$ cat src/rtl/mem_arbiter_pkg.sv
// Shared CPU memory-side definitions: read-return FSM states and bus widths.
package mem_arbiter_pkg;

  localparam int ADR_W_DEFAULT = 20;
  localparam int DATA_W        = 32;

  typedef enum logic [1:0] {
    IDLE  = 2'd0,
    RD_IF = 2'd1,
    RD_LS = 2'd2
  } arb_state_t;

endpackage

$ cat src/rtl/mem_arbiter_starve_prio_arb.sv
// Fixed load/store priority with a starvation override in favour of instruction fetch.
module starve_prio_arb #(
  parameter int STARVE_LIMIT = 4,
  parameter int CNT_W        = 3
) (
  input  logic             if_req,
  input  logic             ls_req,
  input  logic [CNT_W-1:0] starve_cnt,
  output logic             if_gnt,
  output logic             ls_gnt
);

  logic if_wins;

  // Fetch wins when alone, or when it has lost the maximum allowed number of rounds.
  assign if_wins = if_req & (~ls_req | (starve_cnt == CNT_W'(STARVE_LIMIT)));
  assign if_gnt  = if_wins;
  assign ls_gnt  = ls_req & ~if_wins;

endmodule

$ cat src/rtl/mem_arbiter.sv
// Single-port memory arbiter between instruction fetch and load/store, with read-return FSM.
module mem_arbiter
  import mem_arbiter_pkg::*;
#(
  parameter int STARVE_LIMIT = 4,
  parameter int ADR_W        = ADR_W_DEFAULT
) (
  input  logic              clk,
  input  logic              reset,
  input  logic              if_req,
  input  logic [ADR_W-1:0]  if_adr,
  output logic              if_gnt,
  output logic              if_rvalid,
  output logic [DATA_W-1:0] if_rdata,
  input  logic              ls_req,
  input  logic              ls_we,
  input  logic [ADR_W-1:0]  ls_adr,
  input  logic [DATA_W-1:0] ls_wdata,
  output logic              ls_gnt,
  output logic              ls_rvalid,
  output logic [DATA_W-1:0] ls_rdata,
  output logic [ADR_W-1:0]  mem_adr,
  output logic [DATA_W-1:0] mem_wdata,
  output logic              mem_we,
  output logic              mem_re,
  input  logic [DATA_W-1:0] mem_rdata
);

  localparam int CNT_W = $clog2(STARVE_LIMIT + 1);

  arb_state_t       state;
  logic [CNT_W-1:0] starve_cnt;
  logic             if_req_g;
  logic             ls_req_g;

  // Requests are masked during reset so no grant or memory strobe can leak out.
  assign if_req_g = if_req & ~reset;
  assign ls_req_g = ls_req & ~reset;

  starve_prio_arb #(
    .STARVE_LIMIT(STARVE_LIMIT),
    .CNT_W       (CNT_W)
  ) u_prio (
    .if_req    (if_req_g),
    .ls_req    (ls_req_g),
    .starve_cnt(starve_cnt),
    .if_gnt    (if_gnt),
    .ls_gnt    (ls_gnt)
  );

  always_comb begin
    mem_adr   = '0;
    mem_wdata = '0;
    mem_we    = 1'b0;
    mem_re    = 1'b0;
    if (if_gnt) begin
      mem_adr   = if_adr;
      mem_wdata = ls_wdata;
      mem_re    = 1'b1;
    end else if (ls_gnt) begin
      mem_adr   = ls_adr;
      mem_wdata = ls_wdata;
      mem_we    = ls_we;
      mem_re    = ~ls_we;
    end
  end

  // Stage boundary: grant cycle -> read-return cycle (memory latency is one cycle).
  always_ff @(posedge clk) begin
    if (reset) begin
      state      <= IDLE;
      starve_cnt <= '0;
    end else begin
      if (if_gnt)
        state <= RD_IF;
      else if (ls_gnt && !ls_we)
        state <= RD_LS;
      else
        state <= IDLE;

      if (if_req && !if_gnt)
        starve_cnt <= (starve_cnt == CNT_W'(STARVE_LIMIT)) ? starve_cnt
                                                          : starve_cnt + CNT_W'(1);
      else
        starve_cnt <= '0;
    end
  end

  // A read whose return cycle coincides with reset is dropped.
  assign if_rvalid = (state == RD_IF) & ~reset;
  assign ls_rvalid = (state == RD_LS) & ~reset;
  assign if_rdata  = if_rvalid ? mem_rdata : '0;
  assign ls_rdata  = ls_rvalid ? mem_rdata : '0;

endmodule
$ cat config.mk
export PLATFORM = sky130hd
export DESIGN_NAME = mem_arbiter
export DESIGN_NICKNAME = d
export VERILOG_FILES = /design/src/rtl/mem_arbiter_pkg.sv /design/src/rtl/mem_arbiter_starve_prio_arb.sv /design/src/rtl/mem_arbiter.sv
export SDC_FILE = /design/constraint.sdc
export NUM_CORES = 1
export LEC_CHECK = 0
export CORE_AREA = 2 2 90 92
export CTS_CLUSTER_SIZE = 14
export DETAILED_ROUTE_END_ITERATION = 8
export DIE_AREA = 0 0 92 94
export GPL_TIMING_DRIVEN = 0
export PLACE_DENSITY = 0.64
export SKIP_CTS_REPAIR_TIMING = 1
export SKIP_LAST_GASP = 1
export SLEW_MARGIN = 20
export SYNTH_ARGS = -nofsm -noshare
export SYNTH_HDL_FRONTEND = slang
export SYNTH_SLANG_ARGS = --single-unit
$ cat constraint.sdc
create_clock -name clk -period 1.8 [get_ports clk]
set_input_delay 0.18 -clock clk [delete_from_list [all_inputs] [get_ports clk]]
set_output_delay 0.18 -clock clk [all_outputs]
set_load 0.005 [all_outputs]
Word level (Yosys, flattened, before mapping). Cells that the tools add are included.

Bits of input ports: 109. Flip-flop bits (word level): 5. Logic and storage cells: 37.

Reductions and logical operators: 6. Add/sub/neg operators: 1. Muxes and demuxes: 12. Bitwise gates (word level): 12. Equality and inequality tests: 3.

Operator list (number): 2-to-1 mux 32 bit (4); 2-to-1 mux 20 bit (2); bitwise AND 1 bit (6); 2-to-1 mux 1 bit (5); NOT 1 bit (5); OR reduction 2 bit (2); adder 3 x 1 -> 3 bit (second input constant) (1); == test 3 bit (second input constant) (1); == test 2 x 1 -> 1 bit (second input constant) (1); == test 2 bit (second input constant) (1); logical AND 1 bit (2); zero test 1 bit (2); 2-to-1 mux 2 bit (1); OR 1 bit (1).

Longest topological paths before layout. Gate-level depths: netlist of run 1.

Word-level depth: 10. Depth in mapped cells: 6.

Cells and area by module. Synthesis of run 1 repeated with hierarchy kept, for this count alone.

Cell total of the unflattened synthesis: 168. Area, all modules: 1218.7 um^2.

By module, submodules not included: mem_arbiter (instances 1, seq. area each 100.1 um^2, cells an instance 164, area an instance 1193.6 um^2); starve_prio_arb (instances 1, seq. area each 0.0 um^2, cells an instance 4, area an instance 25.0 um^2).

Worst setup path after synthesis of run 1. OpenSTA, ideal clock, no wires.

Kind: register to output. From: reg starve_cnt[0]. To: out mem_we. Path buffers: 1. Data required time: 1.620 ns. Data arrival time: 1.325 ns. Cell stages (with the launch flop): 6. Slack: 0.295 ns. Path through: dfxtp_1 -> inv_1 -> ha_1 -> a311oi_4 -> buf_6 -> and2_1.

Longest elaborated chain between the ends: 7.

RTL lines: start, declared (line mem_arbiter.sv:32) `logic [CNT_W-1:0] starve_cnt;`; start signal, assigned (line mem_arbiter.sv:82) `starve_cnt <= (starve_cnt == CNT_W'(STARVE_LIMIT)) ? starve_cnt`; == test 3 bit (line mem_arbiter_starve_prio_arb.sv:16) `assign if_wins = if_req & (~ls_req | (starve_cnt == CNT_W'(STARVE_LIMIT)));`; OR 1 bit (line mem_arbiter_starve_prio_arb.sv:16); bitwise AND 1 bit (line mem_arbiter_starve_prio_arb.sv:16); NOT 1 bit (line mem_arbiter_starve_prio_arb.sv:18) `assign ls_gnt = ls_req & ~if_wins;`; bitwise AND 1 bit (line mem_arbiter_starve_prio_arb.sv:18); via ls_gnt (line mem_arbiter.sv:19) `output logic ls_gnt,`; 2-to-1 mux 1 bit (line mem_arbiter.sv:60) `end else if (ls_gnt) begin`; 2-to-1 mux 1 bit (line mem_arbiter.sv:56) `if (if_gnt) begin`; end, declared (line mem_arbiter.sv:24) `output logic mem_we,`.

The timed path passes the listed nets, and every way through them passes these cells.

Worst setup path after layout of run 1.
From: reg starve_cnt[0]. To: out mem_adr[5].

Longest elaborated chain between the ends: 7.

RTL lines: == test 3 bit (*) (line mem_arbiter_starve_prio_arb.sv:16); OR 1 bit (*) (line mem_arbiter_starve_prio_arb.sv:16); bitwise AND 1 bit (*) (line mem_arbiter_starve_prio_arb.sv:16); NOT 1 bit (line mem_arbiter_starve_prio_arb.sv:18); bitwise AND 1 bit (line mem_arbiter_starve_prio_arb.sv:18); 2-to-1 mux 20 bit (line mem_arbiter.sv:60); 2-to-1 mux 20 bit (*) (line mem_arbiter.sv:56); end, declared (line mem_arbiter.sv:22) `output logic [ADR_W-1:0] mem_adr,`.

Mark *: on every way between the ends. The rest lies on a longest branch, timed or not.

==> results of run 1 <==
## cell families after synthesis
| family | after synthesis | share of synthesized area |
|---|---|---|
| flip-flops | 5 | 0.0884 |
| multiplexers | 1 | 0.00884 |
| adder cells (fa/ha/maj) | 2 | 0.0221 |
| buffers and inverters | 18 | 0.0795 |
| AND/OR/NAND/NOR | 110 | 0.600 |
| AO/OA/AOI/OAI | 24 | 0.201 |
## cell usage after synthesis
cell type	instances	area (um2)
a21boi_0	1	7.51
a21boi_2	1	11.3
a21o_1	1	7.51
a22o_1	20	175
a311oi_4	1	26.3
and2_1	98	613
buf_4	2	15.0
buf_6	2	22.5
clkbuf_1	9	33.8
dfxtp_1	5	100
ha_1	2	25.0
inv_1	4	15.0
inv_2	1	3.75
mux2i_1	1	10.0
nand2_1	2	7.51
nand3_1	1	5.00
nor2_1	6	22.5
nor2b_1	1	6.26
nor3b_2	2	25.0
## placed cells by master, fill, tap and decap left out
master	count
clkdlybuf4s50_1	137
and2_1	98
a21boi_0	1
nand3_1	1
inv_2	3
dfxtp_1	1
buf_4	23
nor2b_4	1
a21o_1	1
dlymetal6s2s_1	81
ha_1	1
inv_1	2
nand2_4	1
clkbuf_2	9
ha_4	1
buf_2	8
a311oi_4	1
buf_6	26
nor3b_4	2
clkbuf_8	3
nand2_1	1
nor2_4	1
dfxtp_2	4
a22o_1	20
clkbuf_1	1
nor2_1	5
mux2i_1	1
a21boi_4	1
## layout make-up
cell class / instances / area share
multi-input cells: 137 / 0.236
plain buffers: 13 / 0.0302
well taps: 102 / 0.0302
inverters: 5 / 0.00444
clock buffers: 4 / 0.0107
repair buffers: 271 / 0.664
flip-flops and latches: 5 / 0.0249
## worst max-delay path: stages (launching register included)
cell,delay [ns]
dfxtp_2,0.34
inv_2,0.05
ha_4,0.17
nand2_4,0.09
a21boi_4,0.06
buf_6,0.12
buf_6,0.10
buf_6,0.10
buf_6,0.12
buf_4,0.12
a22o_1,0.23
dlymetal6s2s_1,0.15
## state kept, by name, indices dropped and copies added (netlist names)
name / count
starve_cnt: 3
state: 2
## worst paths after layout
kind / startpoint / endpoint / slack [ns] / cells after the start
setup / recovery: starve_cnt[0]$_SDFFE_PP0N_ / mem_adr[5] / -0.26 / 11
hold / removal: ls_req / starve_cnt[2]$_SDFFE_PP0N_ / 0.28 / 3
setup reg to reg: starve_cnt[0]$_SDFFE_PP0N_ / state[1]$_SDFF_PP0_ / 0.37 / 7
hold reg to reg: starve_cnt[0]$_SDFFE_PP0N_ / starve_cnt[0]$_SDFFE_PP0N_ / 0.43 / 1
## power groups by stage
| stage | clock, W | sequential (W) | combinational (W) |
|---|---|---|---|
| 2_1_floorplan | 0 | 0.000118 | 0.000131 |
| 3_3_place_gp | 0 | 0.000118 | 0.000566 |
| 3_5_place_dp | 0 | 0.000118 | 0.000571 |
| 4_1_cts | 0.000210 | 0.000117 | 0.000574 |
| 5_1_grt | 0.000215 | 0.000118 | 0.000668 |
| 6_report | 0.000204 | 0.000118 | 0.000624 |
## per-stage QoR
stage,util,power [W]
3_5_place_dp,0.468,0.000689
3_3_place_gp,0.468,0.000684
6_report,0.556,0.000946
4_1_cts,0.474,0.000900
5_1_grt,0.556,0.00100
2_1_floorplan,-,0.000248
## layer usage
metal	vias to the layer above	part of all wire	routed length (um)	track usage
li1	1074	-	-	-
met1	977	0.37	2760	0.137
met2	117	0.54	4060	0.254
met3	2	0.093	701	0.0449
met4	0	0.0016	12	0.0149
met5	-	0	0	0
==> results.ini, run 1 <==
[route]
viasPerCell = 4.04
drc = 0
ant_nets = 0
drtIter0Drc = 17
drtPass1Iterations = 4
vias = 2170
finalWirelength_mm = 7.54
routedWlPerCell_um = 14.0

[timing]
worst_slew_pin_slew_ns = 0.283
finalClockSkew_ns = 0.00170
finalHoldViolCount = 0
grt_setup_unrepaired = yes
hold_slack_ns = 0.284
finalSetupViolations = 30
period_share = 1.14
relSlewSlack = 0.811
fmax_mhz = 487
setup_ws_ns = -0.255
setup_tns_ns = -2.52
min_period_ns = 2.06
slew_viol_final = 0

[finish]
diodes = 0
drive_above_1_share = 0.193
design_area_um2 = 4230
syn_to_final_growth_pct = 273
ff_latch_area_um2 = 105
multi_input_area_um2 = 997
nFillCells = 697
final_cells = 537
finalNetCount = 547

[power_and_ir_drop]
ir_worst_vdd_uv = 212
p_int_w = 0.000717
pwr-share-comb = 0.660
pwr-share-seq = 0.124
pwr-share-clk = 0.216
p_per_area_nw_per_um2 = 224
sw_frac_of_total = 0.242
leakagePower_nw = 3.10
power_switching_w = 0.000229

[run_status]
violations = setup timing
status = complete, but fails checks

[floorplan]
die_h_um = 94
design.core.area_um2 = 7610
die_area_um2 = 8650
die_x_um = 92
row_count = 32
io_pins = 231
start_util = 0.149

[global_routing]
track_usage = 0.130
grt_antenna_before_repair = 0
grt_pass1_wl_mm = 9.17
gr-total-overflow = 0
grt_max_degree = 11
first_global_vias = 1828

[setup_path]
crit_type = flip-flop to primary output
worst_ep_arrival_time_ns = 1.88
end_kind = primary output
start_kind = flip-flop
required_ns = 1.62
cp_max_fo = 5

[logic_synthesis]
ys_ff_latch = 5
netlist_area_um2 = 1130
synth_nets = 271
seq_area_frac_synth = 0.0884
syn_avg_cell_area_um2 = 7.08
synthCells = 160
ys_types = 19
yosysWarnings = 0

[place]
dp_slack_ns = -0.582
place_area_um2 = 3560
dp.cells = 492
io_buffers = 230
gp_congestion = 0.663
dp.final_hpwl_mm = 5.50

[cts]
clock_latency_ns = 0.22
root_buffer = clkbuf_8
htreeDepth = 1
cts_inserted_buffers = 3
clk_pin_slew_ns = 0.03
cts_tree = done
clock_sinks = 5
clk_path_buf_depth = 2

[run]
maxCapViolCount = 0

[hold_path]
hold_path_class = input pin to flip-flop

(Power assumes the default switching activity.)
==> run 2: changes to the inputs <==
CELL_PAD_IN_SITES_DETAIL_PLACEMENT = 1   (was default)
CELL_PAD_IN_SITES_GLOBAL_PLACEMENT = 1   (was default)
CORE_AREA = default   (was 2 2 90 92)
CORE_UTILIZATION = 10   (was default)
DIE_AREA = default   (was 0 0 92 94)
MAX_ROUTING_LAYER = met4   (was default)
PLACE_DENSITY = 0.78   (was 0.64)
==> run 2 against run 1 <==
  * The run still ends with setup timing left
  * Sequential cell count unchanged
  * Highest routed layer unchanged
  * Setup slack improved by 0.024 ns
  * Die area increased by 36%
==> results.ini, run 2 (synthesis gave the netlist of run 1 again) <==
[floorplan]
io_pins = 231  ; unchanged
die_x_um = 108  ; +18%
design.core.area_um2 = 10900  ; +44%
die_h_um = 108  ; +15%
row_count = 38  ; +19%
start_util = 0.104  ; -0.0453
die_area_um2 = 11800  ; +36%

[hold_path]
hold_path_class = input pin to flip-flop
worstHoldStart = ls_req

[finish]
largestRegisters = starve_cnt (3), state (2)
largest_reg_flops = 3  ; unchanged
ff_latch_area_um2 = 105  ; unchanged
syn_to_final_growth_pct = 277
nFillCells = 1264  ; +81%
finalNetCount = 548  ; +0.18%
layout_commonest_cell = clkdlybuf4s50_1
diodes = 0  ; unchanged
drive_above_1_share = 0.218  ; +0.0248
regMostFlops = starve_cnt
layout_common_cells = clkdlybuf4s50_1, and2_1, dlymetal6s2s_1, buf_4, buf_6
multi_input_area_um2 = 1000  ; +0.25%

[timing]
fmax_mhz = 492  ; +1.2%
worst_slew_pin_slew_ns = 0.278  ; -0.00491 ns
period_share = 1.13  ; -0.0133
finalClockSkew_ns = 0.000273  ; -0.00143 ns
finalHoldViolCount = 0  ; unchanged
relSlewSlack = 0.815  ; +0.00327
min_period_ns = 2.03  ; -0.0239 ns
finalSetupViolations = 28  ; -6.7%
setup_ws_ns = -0.232  ; +0.0239 ns
grt_setup_unrepaired = yes
slew_viol_final = 0  ; unchanged
hold_slack_ns = 0.276  ; -0.00738 ns

[route]
drc = 0  ; unchanged
ant_nets = 0  ; unchanged
viasPerCell = 3.81  ; -5.8%
drtPass1Iterations = 2  ; -2
finalWirelength_mm = 8.36  ; +11%
routedWlPerCell_um = 14.5  ; +3.4%
drtIter0Drc = 48  ; +31
vias = 2193  ; +1.1%

[power_and_ir_drop]
ir_worst_vdd_uv = 251  ; +18%
p_per_area_nw_per_um2 = 262  ; +17%
total_power_w = 0.00112  ; +18%
leakagePower_nw = 2.98  ; -3.9%

[global_routing]
grt_antenna_before_repair = 0  ; unchanged
grt_max_degree = 11  ; unchanged
track_usage = 0.119  ; -0.0110
gr-total-overflow = 0  ; unchanged
grt_pass1_wl_mm = 10.7  ; +17%
first_global_vias = 2187  ; +20%

[run_status]
status = complete, but fails checks
violations = setup timing

[cts]
clock_sinks = 5  ; unchanged
clock_latency_ns = 0.23  ; about the same
clk_path_buf_depth = 2  ; unchanged
root_buffer = clkbuf_16
clk_pin_slew_ns = 0.03  ; about the same
cts_tree = done
cts_inserted_buffers = 3  ; unchanged
htreeDepth = 1  ; unchanged

[setup_path]
required_ns = 1.62  ; about the same
rr_startpoint = starve_cnt[0]$_SDFFE_PP0N_
start_kind = flip-flop
end_kind = primary output
critPathLaunch = starve_cnt[0]$_SDFFE_PP0N_
worst_ep_arrival_time_ns = 1.85  ; -0.03 ns
crit_type = flip-flop to primary output
cp_max_fo = 4  ; -1

[place]
dp.final_hpwl_mm = 6.56  ; +19%
gp_congestion = 0.753  ; +14%
io_buffers = 230  ; unchanged

[run]
maxCapViolCount = 0  ; unchanged

[run 2: cell count changes in the layout (fill, tap and decap cells not counted), moves of 3 or more]
cell	previous run	this run
buf_2	8	16
buf_4	23	27
buf_6	26	23
clkbuf_16	0	3
clkbuf_8	3	0
dlymetal6s2s_1	81	71
[run 2: per-stage QoR]
stage               setup slack, ns  cells  area [um2]  utilization  TNS (ns)
floorplan                     0.295    160        1130            -         0
global placement             -0.709    530        3610        0.330    -65.14
detailed placement           -0.732    530        3610        0.330    -69.49
CTS                          -0.734    534        3690        0.337    -70.66
global route                 -0.278    576        4260        0.390     -4.92
finish                       -0.232    576        4260        0.390     -2.10
[run 2: final timing paths]
kind / to / slack, ns / cells after the start
worst max-delay path: mem_adr[1] / -0.23 / 11
worst min register to register: starve_cnt[0]$_SDFFE_PP0N_ / 0.44 / 1
worst min-delay path: state[0]$_SDFF_PP0_ / 0.28 / 2
worst max register to register: state[1]$_SDFF_PP0_ / 0.36 / 8
[run 2: per-layer routing]
metal  track usage  vias to the layer above  share of wire
met1         0.120                     1000           0.35
met2         0.236                      123           0.56
li1              -                     1068              -
met4        0.0125                        0         0.0012
met5             -                        -              0
met3        0.0271                        2          0.088
[run 2: power breakdown]
part | switching [W] | internal, W
Sequential | 0.00000254 | 0.000115
Clock | 0.0000768 | 0.000294
Combinational | 0.000181 | 0.000447
Total | 0.000260 | 0.000856
[run 2: layout make-up]
type,count,area share
Multi-Input combinational cell,137,0.234
Tap cell,140,0.0411
Sequential cell,5,0.0246
Clock buffer,4,0.0185
Timing Repair Buffer,272,0.646
Buffer,13,0.0308
Inverter,5,0.00440
[run 2: worst max-delay path, stage by stage, from the launching register on]
cell and delay, ns:
dfxtp_2 0.34, inv_2 0.06, ha_4 0.18, nand2_4 0.08
a21boi_4 0.06, buf_4 0.15, buf_6 0.11, buf_6 0.11
buf_6 0.11, buf_6 0.10, a22o_1 0.20, buf_2 0.13
